File: src/rtl/phaser_pkg.sv
// phaser_pkg: shared encodings for the phaser scan controller
// (scan state, phaser unfire code, wait-state watchdog limit).
package phaser_pkg;

    typedef enum logic [3:0] {
        S_IDLE      = 4'd0,
        S_CHECK     = 4'd1,
        S_SET       = 4'd2,
        S_WAIT_UNF  = 4'd3,
        S_RELEASE   = 4'd4,
        S_WAIT_IDLE = 4'd5,
        S_DWELL     = 4'd6,
        S_JUDGE     = 4'd7,
        S_ADVANCE   = 4'd8,
        S_DRAIN     = 4'd9,
        S_DONE      = 4'd10
    } scan_state_e;

    localparam logic [2:0]  DPS_UNFIRE   = 3'h6;
    localparam logic [15:0] SCAN_TIMEOUT = 16'hFFFF;

endpackage

File: src/rtl/phaser_scan_errcnt.sv
// phaser_scan_errcnt: dwell timer plus saturating error counter; both are held
// at zero while clear is high and advance only while run is high.
module phaser_scan_errcnt #(
    parameter int MXDWELL = 16
) (
    input  logic               clock,
    input  logic               global_reset_n,
    input  logic               clear,
    input  logic               run,
    input  logic               err_pulse,
    input  logic [MXDWELL-1:0] dwell,
    output logic [MXDWELL-1:0] count,
    output logic               expired
);

    localparam logic [MXDWELL-1:0] DW_ONE = MXDWELL'(1);

    logic [MXDWELL-1:0] timer_q, timer_d;
    logic [MXDWELL-1:0] count_q, count_d;
    logic [MXDWELL-1:0] dwell_last;

    // A zero dwell still spends one clock counting.
    always_comb begin
        dwell_last = (dwell == '0) ? '0 : dwell - DW_ONE;
        expired    = run && (timer_q == dwell_last);
        timer_d    = timer_q;
        count_d    = count_q;
        if (clear) begin
            timer_d = '0;
            count_d = '0;
        end else if (run) begin
            timer_d = timer_q + DW_ONE;
            if (err_pulse && (count_q != '1)) begin
                count_d = count_q + DW_ONE;
            end
        end
    end

    always_ff @(posedge clock or negedge global_reset_n) begin
        if (!global_reset_n) begin
            timer_q <= '0;
            count_q <= '0;
        end else begin
            timer_q <= timer_d;
            count_q <= count_d;
        end
    end

    assign count = count_q;

endmodule

File: src/rtl/phaser_scan.sv
// phaser_scan: steps the phaser across [phase_first, phase_last], counts receiver errors at each
// point and keeps the lowest-error phase. Define PHASER_SCAN_TIMEOUT_EN for a wait-state watchdog.
module phaser_scan
    import phaser_pkg::*;
#(
    parameter int MXPHASE = 11,
    parameter int MXDWELL = 16
) (
    input  logic               clock,
    input  logic               global_reset_n,
    input  logic               scan_start,
    input  logic               scan_abort,
    input  logic [MXPHASE-1:0] phase_first,
    input  logic [MXPHASE-1:0] phase_last,
    input  logic [MXPHASE-1:0] phase_step,
    input  logic [MXDWELL-1:0] dwell,
    input  logic               err_pulse,
    output logic               fire,
    output logic [MXPHASE-1:0] phase,
    input  logic               busy,
    input  logic [2:0]         dps_sm_vec,
    output logic               scan_busy,
    output logic               scan_done,
    output logic               scan_err,
    output logic [MXPHASE-1:0] best_phase,
    output logic [MXDWELL-1:0] best_errs
);

    scan_state_e        state_q, state_d;
    logic [MXPHASE-1:0] cur_q, cur_d;
    logic [MXPHASE-1:0] phase_q, phase_d;
    logic               fire_q, fire_d;
    logic               scan_busy_q, scan_busy_d;
    logic               scan_done_q, scan_done_d;
    logic               scan_err_q, scan_err_d;
    logic [MXPHASE-1:0] best_phase_q, best_phase_d;
    logic [MXDWELL-1:0] best_errs_q, best_errs_d;

    logic               bad_range;
    logic               abort_hit;
    logic [MXPHASE-1:0] step_eff;
    logic [MXPHASE:0]   next_phase;
    logic               adv_end;
    logic               wd_timeout;

    logic               cnt_run;
    logic               cnt_clear;
    logic [MXDWELL-1:0] cnt_count;
    logic               cnt_expired;

    assign bad_range  = phase_first > phase_last;
    assign abort_hit  = scan_abort && (state_q != S_IDLE);
    assign step_eff   = (phase_step == '0) ? MXPHASE'(1) : phase_step;
    // One extra bit so a step past the top of the phase range is seen as a carry, not a wrap.
    assign next_phase = {1'b0, cur_q} + {1'b0, step_eff};
    assign adv_end    = next_phase[MXPHASE] || (next_phase[MXPHASE-1:0] > phase_last);

    assign cnt_run   = (state_q == S_DWELL);
    assign cnt_clear = !cnt_run;

    phaser_scan_errcnt #(
        .MXDWELL(MXDWELL)
    ) u_errcnt (
        .clock         (clock),
        .global_reset_n(global_reset_n),
        .clear         (cnt_clear),
        .run           (cnt_run),
        .err_pulse     (err_pulse),
        .dwell         (dwell),
        .count         (cnt_count),
        .expired       (cnt_expired)
    );

`ifdef PHASER_SCAN_TIMEOUT_EN
    logic [15:0] wd_q, wd_d;
    logic        in_wait;

    assign in_wait    = (state_q == S_WAIT_UNF) || (state_q == S_WAIT_IDLE);
    assign wd_timeout = in_wait && (wd_q == SCAN_TIMEOUT);

    always_comb begin
        wd_d = '0;
        if (in_wait && (state_d == state_q)) begin
            wd_d = wd_q + 16'd1;
        end
    end

    always_ff @(posedge clock or negedge global_reset_n) begin
        if (!global_reset_n) begin
            wd_q <= '0;
        end else begin
            wd_q <= wd_d;
        end
    end
`else
    assign wd_timeout = 1'b0;
`endif

    always_ff @(posedge clock or negedge global_reset_n) begin
        if (!global_reset_n) begin
            state_q <= S_IDLE;
        end else begin
            state_q <= state_d;
        end
    end

    always_comb begin
        state_d = state_q;
        unique case (state_q)
            S_IDLE:      if (scan_start) state_d = S_CHECK;
            S_CHECK:     state_d = bad_range ? S_DONE : S_SET;
            S_SET:       state_d = S_WAIT_UNF;
            S_WAIT_UNF:  if (dps_sm_vec == DPS_UNFIRE) state_d = S_RELEASE;
            S_RELEASE:   state_d = S_WAIT_IDLE;
            S_WAIT_IDLE: if (!busy) state_d = S_DWELL;
            S_DWELL:     if (cnt_expired) state_d = S_JUDGE;
            S_JUDGE:     state_d = S_ADVANCE;
            S_ADVANCE:   state_d = adv_end ? S_DONE : S_SET;
            S_DRAIN:     if (!busy) state_d = S_DONE;
            S_DONE:      state_d = S_IDLE;
            default:     state_d = S_IDLE;
        endcase
        if (abort_hit || wd_timeout) begin
            state_d = S_DRAIN;
        end
    end

    always_comb begin
        cur_d        = cur_q;
        phase_d      = phase_q;
        fire_d       = fire_q;
        scan_err_d   = scan_err_q;
        scan_done_d  = scan_done_q;
        best_phase_d = best_phase_q;
        best_errs_d  = best_errs_q;
        unique case (state_q)
            S_IDLE: begin
                if (scan_start) begin
                    scan_done_d  = 1'b0;
                    scan_err_d   = 1'b0;
                    cur_d        = phase_first;
                    best_errs_d  = '1;
                    best_phase_d = phase_first;
                end
            end
            S_CHECK:   if (bad_range) scan_err_d = 1'b1;
            S_SET: begin
                phase_d = cur_q;
                fire_d  = 1'b1;
            end
            S_RELEASE: fire_d = 1'b0;
            // Strict compare: on a tie the earlier, lower phase stays best.
            S_JUDGE: begin
                if (cnt_count < best_errs_q) begin
                    best_errs_d  = cnt_count;
                    best_phase_d = cur_q;
                end
            end
            S_ADVANCE: if (!adv_end) cur_d = next_phase[MXPHASE-1:0];
            S_DRAIN:   if (!busy) scan_err_d = 1'b1;
            default: ;
        endcase
        if (abort_hit) begin
            fire_d = 1'b0;
        end
        if (wd_timeout) begin
            fire_d     = 1'b0;
            scan_err_d = 1'b1;
        end
        // scan_done rises on entry to done and is held until the next start.
        if ((state_d == S_DONE) && (state_q != S_DONE)) begin
            scan_done_d = 1'b1;
        end
        scan_busy_d = (state_d != S_IDLE);
    end

    always_ff @(posedge clock or negedge global_reset_n) begin
        if (!global_reset_n) begin
            cur_q        <= '0;
            phase_q      <= '0;
            fire_q       <= 1'b0;
            scan_busy_q  <= 1'b0;
            scan_done_q  <= 1'b0;
            scan_err_q   <= 1'b0;
            best_phase_q <= '0;
            best_errs_q  <= '0;
        end else begin
            cur_q        <= cur_d;
            phase_q      <= phase_d;
            fire_q       <= fire_d;
            scan_busy_q  <= scan_busy_d;
            scan_done_q  <= scan_done_d;
            scan_err_q   <= scan_err_d;
            best_phase_q <= best_phase_d;
            best_errs_q  <= best_errs_d;
        end
    end

    assign fire       = fire_q;
    assign phase      = phase_q;
    assign scan_busy  = scan_busy_q;
    assign scan_done  = scan_done_q;
    assign scan_err   = scan_err_q;
    assign best_phase = best_phase_q;
    assign best_errs  = best_errs_q;

endmodule
File: config.mk
export PLATFORM = sky130hd
export DESIGN_NAME = phaser_scan
export DESIGN_NICKNAME = d
export VERILOG_FILES = /design/src/rtl/phaser_pkg.sv /design/src/rtl/phaser_scan_errcnt.sv /design/src/rtl/phaser_scan.sv
export SDC_FILE = /design/constraint.sdc
export NUM_CORES = 1
export LEC_CHECK = 0
export CAP_MARGIN = 0
export CELL_PAD_IN_SITES_DETAIL_PLACEMENT = 0
export CELL_PAD_IN_SITES_GLOBAL_PLACEMENT = 1
export CORE_ASPECT_RATIO = 0.7
export CORE_UTILIZATION = 43
export CTS_BUF_LIST = sky130_fd_sc_hd__clkbuf_2
export DETAILED_ROUTE_END_ITERATION = 6
export GPL_TIMING_DRIVEN = 0
export PLACE_DENSITY_LB_ADDON = 0.1
export SYNTH_ARGS = -nofsm -noshare
export SYNTH_HDL_FRONTEND = slang
export SYNTH_SLANG_ARGS = --single-unit
File: constraint.sdc
create_clock -name clock -period 5.7 [get_ports clock]
set_input_delay 0.57 -clock clock [delete_from_list [all_inputs] [get_ports clock]]
set_output_delay 0.57 -clock clock [all_outputs]
set_load 0.005 [all_outputs]
# After elaboration in Yosys (flattened, before gate mapping)
# Index checks and enable logic that the tools add are counted.
# W data, S select, Z words.
[word_totals] inputBits=58 out_inout_bits=42 reg_bits=89 wordCells=88
[op_classes] n_reduce_logical=20 order_cmp=3 addsub=4 n_mux=30 eq_ne=20
[op_table] op="$mux W16" count=6
[op_table] op="$mux W11" count=4
[op_table] op="$pmux W11 S2" count=2
[op_table] op="$pmux W4 S10" count=1
[op_table] op="$add A16 B1 Y16 const B" count=2
[op_table] op="$mux W4" count=8
[op_table] op="$pmux W16 S2" count=1
[op_table] op="$gt A11 B11 Y1" count=2
[op_table] op="$eq A16 B16 Y1" count=1
[op_table] op="$eq A4 B3 Y1 const B" count=4
[op_table] op="$logic_not A16 Y1" count=1
[op_table] op="$lt A16 B16 Y1" count=1
[op_table] op="$ne A16 B16 Y1 const B" count=1
[op_table] op="$sub A16 B1 Y16 const B" count=1
[op_table] op="$add A11 B11 Y12" count=1
[op_table] op="$eq A4 B4 Y1 const B" count=3
[op_table] op="$ne A2 B2 Y1 const B" count=6
[op_table] op="$logic_not A11 Y1" count=1
[op_table] op="$eq A4 B2 Y1 const B" count=2
[op_table] op="$reduce_bool A2 Y1" count=4
[op_table] op="$reduce_bool A4 Y1" count=2
[op_table] op="$mux W1" count=6
[op_table] op="$reduce_and A3 Y1" count=2
[op_table] op="$reduce_bool A3 Y1" count=2
[op_table] op="10 further kinds" count=13

# Depth between registers and ports, before layout
[logic_depth] depth_word=12 ltp_mapped=18 ltp_nobuf=17

# By module
# A second synthesis with hierarchy kept.
[unflattened] cells_unflattened=697 area_unflattened_um2=6607.6
[by_module_without_submodules] mod="phaser_scan" area_per_inst_um2=4215.3 cells_per_inst=418 instances=1 seq_area_each_um2=1426.4
[by_module_without_submodules] mod="phaser_scan_errcnt" area_per_inst_um2=2392.3 cells_per_inst=279 instances=1 seq_area_each_um2=800.8

# Worst setup path after synthesis
# OpenSTA, ideal clock, no wires.
[synth_path] kind="input to register" startpoint="input phase_step[2]" endpoint="register cur_q[1]" path_slack_ns=1.326 arrival_ns=4.246 setup_time_ns=0.128 required_time_ns=5.572 stages=17 path_buffers=1 path_cell_list="nor4_1 > a31o_2 > ha_1 > fa_1 > a21oi_1 > o211ai_1 > o41ai_1 > o21ai_0 > xor2_1 > ha_1 > nand2_1 > or4_1 > and3_1 > nor3_1 > a21oi_1 > buf_2 > mux2_1"
[synth_via] elab_chain_len=7 word_cells_on_any_way=9 cone_classes="add/sub (1); order compare (1); eq/ne (1); mux (3); reduce/logical (3)"
[synth_lines] element="start, declared" line="phaser_scan.sv:15" text="input logic [MXPHASE-1:0] phase_step,"
[synth_lines] element="$logic_not A11 Y1" line="phaser_scan.sv:53" text="assign step_eff = (phase_step == '0) ? MXPHASE'(1) : phase_step;"
[synth_lines] element="$mux W11 *" line="phaser_scan.sv:53"
[synth_lines] element="$add A11 B11 Y12 *" line="phaser_scan.sv:55" text="assign next_phase = {1'b0, cur_q} + {1'b0, step_eff};"
[synth_lines] element="$gt A11 B11 Y1" line="phaser_scan.sv:56" text="assign adv_end = next_phase[MXPHASE] || (next_phase[MXPHASE-1:0] > phase_last);"
[synth_lines] element="$logic_or A1 B1 Y1" line="phaser_scan.sv:56"
[synth_lines] element="$ne A2 B2 Y1 (no source line)"
[synth_lines] element="$reduce_and A3 Y1 (no source line)"
[synth_lines] element="end signal, assigned" line="phaser_scan.sv:188" text="cur_q <= cur_d;"
[synth_lines] element="end, declared" line="phaser_scan.sv:30" text="logic [MXPHASE-1:0] cur_q, cur_d;"
# Every way passes the cells marked *; elsewhere a longest branch is shown, timed or not. The select of a mux whose other input is x is not followed.
# A chain may end at the register's enable or synchronous reset.

# Worst setup path after layout
[layout_path] startpoint="input phase_step[2]" endpoint="register cur_q[5]"
# The elaborated chain is that of the path after synthesis.

==> metrics.md <==
| Metric | Value |
|---|---|
| Reg power frac | `36.8%` |
| Layout cells sized above 1 | `9.82%` |
| Synth Area per Inst | `9.28 um^2` |
| Seq/Total Area, Yosys | `35.9%` |
| Final ANT Viol Nets | `0` |
| Fillers | `1276` |
| Max stage delay cell, worst path | `o41ai_1` |
| Critical path class | `primary input to register` |
| Area grow syn2layout | `21.8%` |
| Worst min-delay path class | `primary input to asynchronous set/reset pin` |
| CP Capture Type | `register` |
| Syn Inst Count | `668` |
| Pint | `1410 uW` |
| Antenna cell count | `0` |
| Worst setup SP type | `primary input` |
| Die area | `14900 um^2` |
| # DRC | `0` |
| Clk buf depth | `2` |
| PnR Total Power | `2330 uW` |
| Top FF cell, synth | `dfrtp_1` |
| Measured slew at the worst slew-check pin | `883 ps` |
| Critical Path Source | `phase_step[2]` |
| Most common cell on crit path | `a21oi_1` |
| Routability Congestion | `0.916` |
| Final min period | `5350 ps` |
| Leakage power | `0.00345 uW` |
| Vias/cell | `5.37` |
| Area of the core | `14000 um^2` |
| FFs w/ async S/R, synth | `100%` |
| Row count | `36` |
| Req. time, crit path | `6160 ps` |
| R2R Path Start | `cur_q[0]` |
| Global-route wire length before repair | `25.9 mm` |
| Routed len/inst | `16.5 um` |
| Psw | `912 uW` |
| FF-to-FF path depth | `16` |
| Htree depth | `3` |
| RSZ-0062 raised after global routing | `no` |
| Slowest stage delay, CP | `560 ps` |
| Final setup vio count | `0` |
| Fin crit share | `93.9%` |
| Chip Width | `146 um` |
| Number of global-route vias before repair | `4967` |
| Crit path DAT | `5810 ps` |
| Status | `finished, final reports clean` |
| Initial Util | `44.2%` |
| Antenna violations before repair | `0` |
| Slew Limit Headroom | `41.1%` |
| Initial DRC count | `325` |
| Routed WL | `16.1 mm` |
| Worst-path cell chain | `clkdlybuf4s50_1, nor4_1, a31o_2, ha_1, fa_1, a21oi_1, o211ai_1, o41ai_1, o21ai_0, xor2_1, ha_1, nand2_1, or4_1, a21oi_1, nand2_1, nor3_1, a21oi_1, buf_2, mux2_1` |
| Syn Nets | `778` |
| CTS tree | `done` |
| Cts bufs inserted | `9` |
| Register bit count reported by yosys | `89` |
| VDD IR-drop max | `0.000148 V` |
| GRT Total Usage | `22.3%` |
| Synth cell types | `67` |
| Clock Latency Late Sink | `570 ps` |
| CTS root buffer | `clkbuf_2` |
| I/O Buffers | `99` |
| Sink Count | `89` |
| Drt pass-1 iters | `4` |
| Post-synth EDFFs | `0` |
| Clk slew on worst S/H paths | `270 ps` |
| Combinational share of power | `50.7%` |
| Max-cap viol count | `0` |
| Fmax | `0.187 GHz` |
| Final Max Tran Viols | `0` |
| CTS resizes | `0` |
| Nets | `890` |
| Hold Slack | `433 ps` |
| Hold Vio Cnt, Final | `0` |
| Fin Setup TNS | `0 ps` |
| Detailed Place HPWL | `12.6 mm` |
| Largest net degree at the start of global routing | `59` |
| PD cells | `308 nW/um^2` |
| Clock skew | `33.1 ps` |
| Die H | `102 um` |
| Cell Area, Synth | `6200 um^2` |
| Ports | `100` |
| Number of warnings issued by yosys | `0` |
| Congestion Overflow GR | `0` |
| DR vias | `5234` |
| Switching share of power | `39.2%` |
| Clk pwr share | `12.5%` |
| Worst-path maximum fanout | `10` |
-- registers in the layout (all words and copies together), names as in the netlist --
signal	count
cur_q	11
scan_done	1
best_phase	11
u_errcnt.timer_q	16
best_errs	16
state_q	4
scan_busy	1
u_errcnt.count	16
fire	1
phase	11
scan_err	1
-- through the flow --
stage | setup slack [ps] | instances | utilization, % | area [um^2]
floorplan | 1330 | 668 | - | 6200
detailed placement | -105 | 958 | 53.2 | 7450
global route | 190 | 974 | 53.9 | 7550
global placement | -70.6 | 957 | 53.0 | 7430
CTS | 506 | 974 | 53.9 | 7550
finish | 350 | 974 | 53.9 | 7550
-- power groups by stage --
stage	registers, uW	clock network (uW)	logic [uW]
2_1_floorplan	849	0	724
3_3_place_gp	862	0	1140
3_5_place_dp	869	0	1160
4_1_cts	857	301	1170
5_1_grt	874	327	1280
6_report	856	291	1180
-- synth_stat cells, types with 3 or more instances --
master     n  area share (%)
a211oi_1   3            0.36
a21o_1     6            0.73
a21oi_1   34             2.7
and3_1     7            0.71
and4_1     3            0.42
buf_2      3            0.24
clkbuf_1  22             1.3
dfrtp_1   89              36
ha_1      51              10
inv_1     43             2.6
mux2_1     9             1.6
mux2_2    44             8.0
mux2i_1   20             3.2
nand2_1   53             3.2
nand2b_1   3            0.30
nand3_1   30             2.4
nand4_1   12             1.2
nor2_1    73             4.4
nor2b_1    7            0.71
nor3_1    11            0.89
nor4_1     4            0.40
o211ai_1   6            0.73
o21a_1     5            0.61
o21ai_0   25             2.0
o21bai_1   3            0.36
o31ai_1    3            0.36
or3_1     10             1.0
xnor2_1   17             2.4
xor2_1    28             4.0
-- placed cells by master (no fill, tap or decap), types with 4 or more instances in the layout --
cell type	synthesis	routed
clkbuf_2	0	9
nand4_1	12	12
nand2_1	53	53
nor4_1	4	4
o21a_1	5	5
nor2b_1	7	7
mux2_1	9	9
a21oi_1	34	34
xnor2_1	17	17
a21o_1	6	6
o21ai_0	25	25
clkbuf_1	22	22
o211ai_1	6	6
and3_1	7	7
or3_1	10	10
mux2i_1	20	20
inv_1	43	43
mux2_2	44	44
nand3_1	30	30
ha_1	51	51
xor2_1	28	28
clkdlybuf4s50_1	0	98
nor2_1	73	73
nor3_1	11	11
dfrtp_1	89	89
-- logic make-up after synthesis --
kind of cell / count (synthesis) / share of synthesized area, %
muxes: 73 / 12.9
adders and majority gates: 52 / 10.6
DFF: 89 / 35.9
buffers and inverters: 69 / 4.36
and+or+nand+nor: 229 / 18.2
AOI/OAI and AO/OA: 111 / 11.6
xor gates and xnor gates: 45 / 6.36
-- cell type report --
cell class / count / area, um^2 / area share [%]
inverter: 43 / 161 / 2.14
sequential: 89 / 2230 / 29.5
multi-input combinational: 510 / 3700 / 49.0
clock inverter: 6 / 43.8 / 0.580
timing repair buffer: 101 / 1030 / 13.6
tap: 190 / 238 / 3.15
buffer: 26 / 109 / 1.44
clock buffer: 9 / 45.0 / 0.597
-- timing repair --
action | in CTS | in global routing
setup endpoints to repair | 0 | 0
endpoints found under the hold margin | 31 | 0
hold buffers | 1 | 0
setup buffers | 0 | 0
-- critical path: cells and delay by family --
family	cells	cell delay (ps)
simple gates	5	1130
fa+ha+maj	3	940
mux	1	350
buf+inv	2	770
compound gates	7	1830
xor+xnor	1	200
-- layer usage --
layer | vias to the layer above | GRT usage [%] | routed length, um
met1 | 2502 | 34.1 | 8660
met5 | - | 0 | 0
met3 | 9 | 3.75 | 676
li1 | 2594 | - | -
met4 | 0 | 4.05 | 95
met2 | 129 | 33.0 | 6620
-- final timing paths --
| check | endpoint | slack (ps) |
|---|---|---|
| setup reg to reg | cur_q[5] | 670 |
| max in group asynchronous | u_errcnt.timer_q[9] | 4580 |
| min in group clock | best_phase[8] | 540 |
| hold / removal | phase[7] | 430 |
| hold reg to reg | best_phase[8] | 540 |
| setup / recovery | cur_q[5] | 350 |
Note: power is estimated with default switching activity, not from simulation.
